`src/rtl/fetch_stage_if.sv`:
```
// Instruction-memory port between the fetch stage and instruction memory.
// The fetch stage presents an address; memory returns 10 bytes combinationally.
interface fetch_stage_if;
    logic [63:0] imem_addr;
    logic [79:0] imem_data;
    logic        imem_error;

    modport master (
        output imem_addr,
        input  imem_data,
        input  imem_error
    );

    modport slave (
        input  imem_addr,
        output imem_data,
        output imem_error
    );
endinterface

```
`src/rtl/fetch_stage.sv`:
```
// Y86-64 fetch stage: PC selection, instruction split/align, valP and
// next-PC prediction, halt/exception lock and an accepted-fetch counter.
module fetch_stage #(
    parameter logic [63:0] RESET_PC = 64'h0,
    parameter int unsigned CNT_W    = 32
) (
    input  logic             clk,
    input  logic             rst_n,
    input  logic             F_stall,
    input  logic [3:0]       M_icode,
    input  logic             M_cnd,
    input  logic [63:0]      M_valA,
    input  logic [3:0]       W_icode,
    input  logic [63:0]      W_valM,
    fetch_stage_if.master    imem,
    output logic [3:0]       f_icode,
    output logic [3:0]       f_ifun,
    output logic [3:0]       f_rA,
    output logic [3:0]       f_rB,
    output logic [63:0]      f_valC,
    output logic [63:0]      f_valP,
    output logic [2:0]       f_stat,
    output logic [63:0]      f_predPC,
    output logic [63:0]      F_predPC,
    output logic [CNT_W-1:0] instr_cnt
);

    localparam logic [3:0] I_HALT   = 4'h0;
    localparam logic [3:0] I_NOP    = 4'h1;
    localparam logic [3:0] I_RRMOVQ = 4'h2;
    localparam logic [3:0] I_IRMOVQ = 4'h3;
    localparam logic [3:0] I_RMMOVQ = 4'h4;
    localparam logic [3:0] I_MRMOVQ = 4'h5;
    localparam logic [3:0] I_OPQ    = 4'h6;
    localparam logic [3:0] I_JXX    = 4'h7;
    localparam logic [3:0] I_CALL   = 4'h8;
    localparam logic [3:0] I_RET    = 4'h9;
    localparam logic [3:0] I_PUSHQ  = 4'hA;
    localparam logic [3:0] I_POPQ   = 4'hB;

    localparam logic [3:0] R_NONE   = 4'hF;

    localparam logic [2:0] STAT_AOK = 3'd1;
    localparam logic [2:0] STAT_HLT = 3'd2;
    localparam logic [2:0] STAT_ADR = 3'd3;
    localparam logic [2:0] STAT_INS = 3'd4;

    typedef enum logic {
        ST_RUN,
        ST_LOCKED
    } state_e;

    state_e            state_q, state_d;
    logic [63:0]       F_predPC_q, F_predPC_d;
    logic [CNT_W-1:0]  cnt_q, cnt_d;

    logic        mispredict;
    logic        ret_redirect;
    logic        redirect;
    logic [63:0] f_pc;
    logic        bubble;
    logic        advance;

    logic [3:0]  raw_icode;
    logic [3:0]  raw_ifun;
    logic        instr_valid;
    logic [3:0]  fetch_icode;
    logic [3:0]  fetch_ifun;
    logic [2:0]  fetch_stat;
    logic        need_regids;
    logic        need_valC;

    // PC select: memory-stage mispredict outranks a write-back ret.
    always_comb begin
        mispredict   = (M_icode == I_JXX) && !M_cnd;
        ret_redirect = (W_icode == I_RET);
        redirect     = mispredict || ret_redirect;
        if (mispredict) begin
            f_pc = M_valA;
        end else if (ret_redirect) begin
            f_pc = W_valM;
        end else begin
            f_pc = F_predPC_q;
        end
    end

    assign imem.imem_addr = f_pc;

    // Raw decode of byte0 and status classification (ADR > INS > HLT).
    always_comb begin
        raw_icode   = imem.imem_data[7:4];
        raw_ifun    = imem.imem_data[3:0];
        instr_valid = (raw_icode <= I_POPQ);
        fetch_icode = imem.imem_error ? I_NOP : raw_icode;
        fetch_ifun  = imem.imem_error ? 4'h0  : raw_ifun;
        if (imem.imem_error) begin
            fetch_stat = STAT_ADR;
        end else if (!instr_valid) begin
            fetch_stat = STAT_INS;
        end else if (raw_icode == I_HALT) begin
            fetch_stat = STAT_HLT;
        end else begin
            fetch_stat = STAT_AOK;
        end
    end

    // State register: halt/exception lock.
    always_ff @(posedge clk or negedge rst_n) begin
        if (!rst_n) begin
            state_q <= ST_RUN;
        end else begin
            state_q <= state_d;
        end
    end

    // Next-state: a redirect overrides the lock; a stall holds everything.
    always_comb begin
        state_d = state_q;
        if (advance) begin
            state_d = (f_stat != STAT_AOK) ? ST_LOCKED : ST_RUN;
        end
    end

    // Output decode: reset and lock both present the nop bubble.
    always_comb begin
        bubble  = (state_q == ST_LOCKED) && !redirect;
        advance = !F_stall && !bubble;

        f_icode = fetch_icode;
        f_ifun  = fetch_ifun;
        f_stat  = fetch_stat;
        if (!rst_n || bubble) begin
            f_icode = I_NOP;
            f_ifun  = 4'h0;
            f_stat  = STAT_AOK;
        end

        need_regids = (f_icode == I_RRMOVQ) || (f_icode == I_IRMOVQ) ||
                      (f_icode == I_RMMOVQ) || (f_icode == I_MRMOVQ) ||
                      (f_icode == I_OPQ)    || (f_icode == I_PUSHQ)  ||
                      (f_icode == I_POPQ);
        need_valC   = (f_icode == I_IRMOVQ) || (f_icode == I_RMMOVQ) ||
                      (f_icode == I_MRMOVQ) || (f_icode == I_JXX)    ||
                      (f_icode == I_CALL);

        f_rA = R_NONE;
        f_rB = R_NONE;
        if (need_regids) begin
            f_rA = imem.imem_data[15:12];
            f_rB = imem.imem_data[11:8];
        end

        // valC follows the register byte when one is present.
        f_valC = '0;
        if (need_valC) begin
            f_valC = need_regids ? imem.imem_data[79:16] : imem.imem_data[71:8];
        end

        f_valP = f_pc + 64'd1 + {63'd0, need_regids} + (need_valC ? 64'd8 : 64'd0);

        if ((f_icode == I_JXX) || (f_icode == I_CALL)) begin
            f_predPC = f_valC;
        end else begin
            f_predPC = f_valP;
        end
    end

    // Predicted-PC and counter next values: update only on an accepted fetch.
    always_comb begin
        F_predPC_d = F_predPC_q;
        cnt_d      = cnt_q;
        if (advance) begin
            F_predPC_d = f_predPC;
            cnt_d      = cnt_q + CNT_W'(1);
        end
    end

    // Predicted-PC register and accepted-fetch counter.
    always_ff @(posedge clk or negedge rst_n) begin
        if (!rst_n) begin
            F_predPC_q <= RESET_PC;
            cnt_q      <= '0;
        end else begin
            F_predPC_q <= F_predPC_d;
            cnt_q      <= cnt_d;
        end
    end

    assign F_predPC  = F_predPC_q;
    assign instr_cnt = cnt_q;

endmodule

```
`src/flat_wrapper.sv`:
```
// flat-port wrapper written by rule: the top's interface ports become plain ports
module fetch_stage_flat 
#(
    parameter logic [63:0] RESET_PC = 64'h0,
    parameter int unsigned CNT_W    = 32
)
  (clk, rst_n, F_stall, M_icode, M_cnd, M_valA, W_icode, W_valM, f_icode, f_ifun, f_rA, f_rB, f_valC, f_valP, f_stat, f_predPC, F_predPC, instr_cnt, imem_imem_addr, imem_imem_data, imem_imem_error);
  fetch_stage_if imem_i ();
  input  logic clk;
  input  logic rst_n;
  input  logic F_stall;
  input  logic [3:0] M_icode;
  input  logic M_cnd;
  input  logic [63:0] M_valA;
  input  logic [3:0] W_icode;
  input  logic [63:0] W_valM;
  output logic [3:0] f_icode;
  output logic [3:0] f_ifun;
  output logic [3:0] f_rA;
  output logic [3:0] f_rB;
  output logic [63:0] f_valC;
  output logic [63:0] f_valP;
  output logic [2:0] f_stat;
  output logic [63:0] f_predPC;
  output logic [63:0] F_predPC;
  output logic [CNT_W-1:0] instr_cnt;
  output wire logic [$bits(imem_i.imem_addr)-1:0] imem_imem_addr;
  input wire logic [$bits(imem_i.imem_data)-1:0] imem_imem_data;
  input wire logic [$bits(imem_i.imem_error)-1:0] imem_imem_error;
  assign imem_imem_addr = imem_i.imem_addr;
  assign imem_i.imem_data = imem_imem_data;
  assign imem_i.imem_error = imem_imem_error;
  fetch_stage #(.RESET_PC(RESET_PC), .CNT_W(CNT_W)) u_core (.clk(clk), .rst_n(rst_n), .F_stall(F_stall), .M_icode(M_icode), .M_cnd(M_cnd), .M_valA(M_valA), .W_icode(W_icode), .W_valM(W_valM), .imem(imem_i), .f_icode(f_icode), .f_ifun(f_ifun), .f_rA(f_rA), .f_rB(f_rB), .f_valC(f_valC), .f_valP(f_valP), .f_stat(f_stat), .f_predPC(f_predPC), .F_predPC(F_predPC), .instr_cnt(instr_cnt));
endmodule
```
`config.mk`:
```
export PLATFORM = sky130hd
export DESIGN_NAME = fetch_stage_flat
export DESIGN_NICKNAME = d
export VERILOG_FILES = /design/src/rtl/fetch_stage_if.sv /design/src/rtl/fetch_stage.sv /design/src/flat_wrapper.sv
export SDC_FILE = /design/constraint.sdc
export NUM_CORES = 1
export LEC_CHECK = 0
export BUFFER_PORTS_ARGS = -buffer_cell sky130_fd_sc_hd__buf_2
export CORE_AREA = 2 2 233 235
export CTS_BUF_LIST = sky130_fd_sc_hd__clkbuf_2
export DETAILED_ROUTE_END_ITERATION = 8
export DIE_AREA = 0 0 235 237
export GPL_ROUTABILITY_DRIVEN = 0
export GPL_TIMING_DRIVEN = 0
export PLACE_DENSITY = 0.5
export REMOVE_ABC_BUFFERS = 1
export SLEW_MARGIN = 10
export SYNTH_ARGS = -nofsm -noshare
export SYNTH_HDL_FRONTEND = slang
export SYNTH_SLANG_ARGS = --single-unit
```
`constraint.sdc`:
```
create_clock -name clk -period 8.7 [get_ports clk]
set_clock_uncertainty 0.2 [all_clocks]
set_input_delay 2.175 -clock clk [delete_from_list [all_inputs] [get_ports clk]]
set_output_delay 2.175 -clock clk [all_outputs]
set_load 0.1 [all_outputs]
```
# == Word level (Yosys, flattened, before mapping) ==
# Cells that the tools add are included.
# op_classes
addsub,4
n_lt_le_gt_ge,1
n_eq_ne,12
n_mux,17
n_reduce_logical,22
# ops
operator,count
64-bit 2-to-1 mux,5
64-bit by 1-bit adder with 64-bit output,1
64-bit by 1-bit adder with 64-bit output (second input constant),1
64-bit adder,1
32-bit by 1-bit adder with 32-bit output (second input constant),1
4-bit 2-to-1 mux,7
4-bit by 3-bit == test with 1-bit output (second input constant),5
4-bit == test (second input constant),4
1-bit logical OR,13
3-bit 2-to-1 mux,3
4-bit by 2-bit == test with 1-bit output (second input constant),2
1-bit logical NOT,5
4-bit less-or-equal comparator (second input constant),1
4-bit logical NOT,1
1-bit logical AND,3
3-bit by 1-bit != test with 1-bit output (second input constant),1
2-bit 2-to-1 mux,1
1-bit 2-to-1 mux,1
# word_totals
ff_bits,97
output_inout_bits,371

# == Depth between registers and ports, before layout ==
# depth
word_depth,17
depth_mapped,24
ltp_nobuf,14

# == Worst setup path after synthesis ==
# Ideal clock, no wire load.
# synth_timing
path_type,input port to output port
startpoint,input W_icode[1]
endpoint,output f_predPC[7]
arrival_time_ps,9916
t_required_ps,6325
slack_ps,-3591
path_stages,19
cell_sequence,and4bb_1 > buf_4 > buf_6 > buf_6 > buf_4 > buf_2 > buf_1 > buf_1 > nand2_1 > a31oi_1 > ha_1 > nand2b_1 > nor4_1 > a311o_1 > and4_1 > clkbuf_1 > xnor2_1 > nor2_1 > nor2_1
# synth_between
elab_cells_between_ends,35
# synth_rtl
element,line,source
from (decl),flat_wrapper.sv:15,input logic [3:0] W_icode;
4-bit == test,fetch_stage.sv:76,ret_redirect = (W_icode == I_RET);
64-bit 2-to-1 mux,fetch_stage.sv:80,end else if (ret_redirect) begin
64-bit 2-to-1 mux,fetch_stage.sv:78,if (mispredict) begin
named net imem_imem_addr[3],flat_wrapper.sv:27,output wire logic [$bits(imem_i.imem_addr)-1:0] imem_imem_addr;
64-bit by 1-bit adder with 64-bit output (2 in a row),fetch_stage.sv:159,"f_valP = f_pc + 64'd1 + {63'd0, need_regids} + (need_valC ? 64'd8 : 64'd0);"
64-bit adder,fetch_stage.sv:159,
named net f_valP[7],flat_wrapper.sv:22,output logic [63:0] f_valP;
64-bit 2-to-1 mux,fetch_stage.sv:161,if ((f_icode == I_JXX) || (f_icode == I_CALL)) begin
to (decl),flat_wrapper.sv:24,output logic [63:0] f_predPC;
# The timed path passes the listed nets, and every way through them passes these cells.

# == Worst setup path after layout ==
# layout_timing
startpoint,input M_icode[3]
endpoint,output f_predPC[51]
# layout_between
elab_chain_cells,17
elab_cells_between_ends,35
# layout_rtl
element,line,source
from (decl),flat_wrapper.sv:12,input logic [3:0] M_icode;
4-bit by 3-bit == test with 1-bit output *,fetch_stage.sv:75,mispredict = (M_icode == I_JXX) && !M_cnd;
1-bit logical AND *,fetch_stage.sv:75,
branches (longest 14 deep; another with 64-bit by 1-bit adder with 64-bit output),-,
64-bit 2-to-1 mux *,fetch_stage.sv:161,
# Every way passes the cells marked *.

==> results.md <==
GRT:
- The via count of the first global-routing pass is between 10k and 15k.
- The first global-routing pass estimated 95.4 mm of wire.
- The overall track demand over capacity in global routing is 0.233.
- The number of antenna violations at the first check in global routing is 8.
- The largest net degree at the start of global routing is 64.
- The global-route congestion overflow total is 0.

Clocking:
- The number of hold buffers added after cts is 0.
- At the later pin of the worst-skew pair, clock insertion delay measures 0.82 ns.
- In this run the clock root is driven by a sky130_fd_sc_hd__clkbuf_2.
- The clock tree synthesis step divided the H-tree into 3 levels.
- Clock-pin slew was measured on the worst setup and hold paths at 0.33 ns.
- The clock net sink count is 97.
- TritonCTS built the clock tree.
- The longest clock path from root to sink contains 2 buffers.
- The total CTS buffers is 9.

Worst setup path:
- The startpoint of the worst setup timing path is M_icode[3].
- The worst register-to-register path has a depth of 17.
- At the worst endpoint, the required time is between 6 and 7 ns.
- The endpoint of the most critical register-to-register path is u_core.F_predPC[50].
- The startpoint identified for the worst register-to-register timing path is u_core.state_q.
- STA classifies the critical path endpoint as an output port.
- The endpoint of the worst setup timing path is f_predPC[51].
- For the worst setup path, the data arrival time is about 6.3 ns.
- The critical path class is in -> out.
- In this run the worst path has a maximum fanout of 29.
- The setup slack of the most critical reg-to-reg path is approximately 4.9 ns.
- The worst setup path is launched from an input pin.

Yosys:
- The number of library cell types mapped by synthesis is 73.
- Counting flops with an async set or reset pin after synthesis yields a share of 1.00.
- A synthesized cell averages 7.07 µm².
- The Yosys step of the flow raised 0 warnings.
- The number of enable-type register cells in the synthesized netlist is 0.
- The synthesized design contains between 90 and 100 register bits.
- The area of the mapped netlist is 10300 µm².
- The most frequently used flop master after synthesis is sky130_fd_sc_hd__dfrtp_1.
- The synthesized instance count is between 1k and 1.5k.
- The sequential area share after synthesis is 0.236.

Timing:
- The count of final hold-check violations came to 0.
- Setup repair after global routing could not meet its margin everywhere.
- In this run the tightest slew margin relative to its limit is 0.344.
- In the finished design, the share of the clock period the worst path needs comes to 0.996.
- After layout, the minimum clock period comes to between 8 and 9 ns.
- The max-slew violation total from the final report is 0.
- The post-route setup TNS is 0 ns.
- The slew at the pin closest to its max-slew limit is 0.979 ns.
- The maximum achievable frequency is approximately 120 MHz.
- Setup violations remaining at the end of the flow were counted as 0.

Placed design:
- The detailed placement HPWL is between 40 and 50 mm.
- The cell area reported after detailed placement is approximately 14000 µm².
- Buffers placed on the I/O ports in this run total about 600.
- The count of placed standard cells including taps is 2659.

Cells and area:
- The layout overhead on the synthesized area is 46.8%.
- The number of non-filler instances in the completed layout is ~2.7k.
- Once layout is complete, the utilization of the core stands at 0.283.
- The count of nets after finishing is roughly 2.2k.
- The leading cell type in the layout, fill and taps excluded is sky130_fd_sc_hd__buf_2.
- After routing the design area is 15100 µm².
- The library cells used most frequently in the layout, excluding fill and tap cells, are sky130_fd_sc_hd__buf_2, sky130_fd_sc_hd__nand2_1, sky130_fd_sc_hd__a21oi_1.
- In the final layout, the share of cells above drive strength 1 is 0.401.
- The filler cell count is roughly 5.9k.

Floorplanning:
- The die height is approximately 240 µm.
- The initial utilization of the core area, before any placement, comes to 0.193.
- The overall die width is 235 µm.
- Pin placement for this block handled approximately 590 I/O pins.
- The number of cell rows is 85.
- The placeable core region is approximately 53000 µm².
- The area enclosed by the die boundary is around 56000 µm².

Pwr:
- The worst ir drop on vdd is between 0.4 and 0.5 mV.
- The share of total power dissipated in sequential elements is 0.116.
- Of the total power, the share spent switching nets is 0.771.
- The combinational group share of total power is 0.842.
- The switching component of the power is 4960 µW.
- Summed over all cells, the static leakage comes to between 0.007 and 0.008 µW.
- The internal power of the cells totals approximately 1500 µW.
- Of the total power, the clock network draws 0.042.
- The areal power density over the cells is 426 nW/µm².

Run:
- The tool flagged a number of max-cap violations equal to 0.

Detailed routing:
- In the final routed layout, each cell accounts on average for roughly 26 µm.
- In the routed design, unresolved DRC markers number 0.
- The first-pass iteration count of the detailed router is 5.
- The initial detailed-routing violation count is 1021.
- The per-cell via count in the routed design is 5.18.
- The routed wire length is a little under 70 mm.
- The detailed-route via count is about 14k.
- Once detail routing completed, the nets flagged for antenna violations numbered 0.

Min path:
- The min-delay analysis places its worst path in the category reg -> reg.

Status:
- The flow ran to the end, and the final reports show no timing, DRC or antenna violations.
-- stage by stage --
stage / worst slack, ns / power, µW / hold WS [ns]
floorplan: -5.41 / 5100 / 0.294
detailed placement: -3.48 / 6050 / 0.262
finish: 0.0348 / 6440 / 0.307
global placement: -11.76 / 6020 / 0.272
CTS: 0.00435 / 6400 / 0.306
global route: -0.0818 / 6620 / 0.325
-- flip-flops by register name, summed over array words and instances, names as in the netlist --
| signal | cells |
|---|---|
| u_core.F_predPC | 64 |
| u_core.instr_cnt | 32 |
| u_core.state_q | 1 |
-- cell families (layout without fill, tap and decap cells) --
group / Yosys count / count (layout) / synth area share
xor+xnor: 90 / 90 / 0.0767
fa+ha+maj: 6 / 6 / 0.00730
flops: 97 / 97 / 0.236
simple gates: 764 / 769 / 0.346
mux: 101 / 101 / 0.109
other cells: 0 / 4 / 0
compound gates: 260 / 260 / 0.161
buf+inv: 137 / 698 / 0.0638
-- cell type report --
| type | count | area (µm²) | area share |
|---|---|---|---|
| diodes | 4 | 10.0 | 0.000663 |
| clock buffers | 9 | 45.0 | 0.00298 |
| clock inverters | 7 | 72.6 | 0.00481 |
| inverters | 36 | 145 | 0.00961 |
| multi-input cells | 1226 | 7660 | 0.507 |
| flip-flops and latches | 97 | 2430 | 0.161 |
| well taps | 696 | 871 | 0.0577 |
| repair buffers | 646 | 3870 | 0.256 |
-- routing by layer --
layer  vias up  track usage  part of all wire
met3       137       0.0548             0.087
met5         -            0           0.00019
met1      6845        0.300              0.41
met4         2       0.0876             0.034
li1       6265            -                 -
met2       858        0.378              0.47
-- synthesized netlist by cell type, types with 6 or more instances --
master / number / area share
sky130_fd_sc_hd__nand2_1: 381 / 0.14
sky130_fd_sc_hd__dfrtp_1: 97 / 0.24
sky130_fd_sc_hd__nor2_1: 102 / 0.037
sky130_fd_sc_hd__a21oi_1: 113 / 0.055
sky130_fd_sc_hd__mux2_2: 61 / 0.067
sky130_fd_sc_hd__xor2_1: 30 / 0.026
sky130_fd_sc_hd__or3_1: 7 / 0.0043
sky130_fd_sc_hd__ha_1: 6 / 0.0073
sky130_fd_sc_hd__buf_1: 17 / 0.0062
sky130_fd_sc_hd__nor3_1: 48 / 0.023
sky130_fd_sc_hd__a22oi_1: 28 / 0.020
sky130_fd_sc_hd__nor4_1: 20 / 0.012
sky130_fd_sc_hd__a31oi_2: 7 / 0.0085
sky130_fd_sc_hd__a211oi_1: 6 / 0.0044
sky130_fd_sc_hd__and4_1: 10 / 0.0085
sky130_fd_sc_hd__and2_1: 30 / 0.018
sky130_fd_sc_hd__a31oi_1: 51 / 0.031
sky130_fd_sc_hd__or4_1: 9 / 0.0066
sky130_fd_sc_hd__nand3_1: 62 / 0.030
sky130_fd_sc_hd__mux2i_1: 34 / 0.033
sky130_fd_sc_hd__nand4_1: 42 / 0.026
sky130_fd_sc_hd__and3_1: 14 / 0.0085
sky130_fd_sc_hd__o21ai_0: 17 / 0.0083
sky130_fd_sc_hd__buf_2: 22 / 0.011
sky130_fd_sc_hd__a221o_1: 6 / 0.0058
sky130_fd_sc_hd__xnor2_1: 60 / 0.051
sky130_fd_sc_hd__inv_1: 35 / 0.013
sky130_fd_sc_hd__buf_6: 7 / 0.0077
sky130_fd_sc_hd__clkbuf_1: 48 / 0.018
sky130_fd_sc_hd__nand2b_1: 12 / 0.0073
-- repair_timing --
action	in CTS	in global routing
buffers inserted	24	10
resized for setup	71	49
gates cloned	6	2
pin swaps	15	14
endpoints found under the setup margin	186	89
-- power groups by stage --
stage / Clock, µW / Combinational, µW / Sequential, µW
finish: 272 / 5420 / 744
global route: 295 / 5560 / 762
CTS: 286 / 5380 / 740
detailed placement: 0 / 5300 / 748
global placement: 0 / 5270 / 745
floorplan: 0 / 3460 / 1630
-- worst min-delay path by stage --
stage,slack [ns],end,cells after the start,startpoint
4_1_cts,0.31,u_core.instr_cnt[31],1,u_core.instr_cnt[31]
6_report,0.31,u_core.instr_cnt[31],1,u_core.instr_cnt[31]
5_1_grt,0.33,u_core.instr_cnt[31],1,u_core.instr_cnt[31]
2_1_floorplan,0.29,u_core.state_q,1,u_core.state_q
3_5_place_dp,0.26,u_core.instr_cnt[31],1,u_core.instr_cnt[31]
3_3_place_gp,0.27,u_core.instr_cnt[31],1,u_core.instr_cnt[31]
-- worst max-delay path, cell delays in order --
cell	delay [ns]
sky130_fd_sc_hd__buf_2	0.10
sky130_fd_sc_hd__nand4b_1	0.27
sky130_fd_sc_hd__buf_6	0.21
sky130_fd_sc_hd__buf_6	0.14
sky130_fd_sc_hd__o211ai_1	0.22
sky130_fd_sc_hd__and4_4	0.30
sky130_fd_sc_hd__buf_16	0.14
sky130_fd_sc_hd__inv_8	0.08
sky130_fd_sc_hd__ha_2	0.23
sky130_fd_sc_hd__nand2b_1	0.16
sky130_fd_sc_hd__nor4_2	0.16
sky130_fd_sc_hd__a311o_1	0.23
sky130_fd_sc_hd__and4_4	0.30
sky130_fd_sc_hd__nand3_4	0.10
sky130_fd_sc_hd__buf_12	0.19
sky130_fd_sc_hd__or4_4	0.58
sky130_fd_sc_hd__nor4_4	0.23
sky130_fd_sc_hd__a221o_1	0.19
sky130_fd_sc_hd__buf_12	0.18
(Power assumes the default switching activity.)
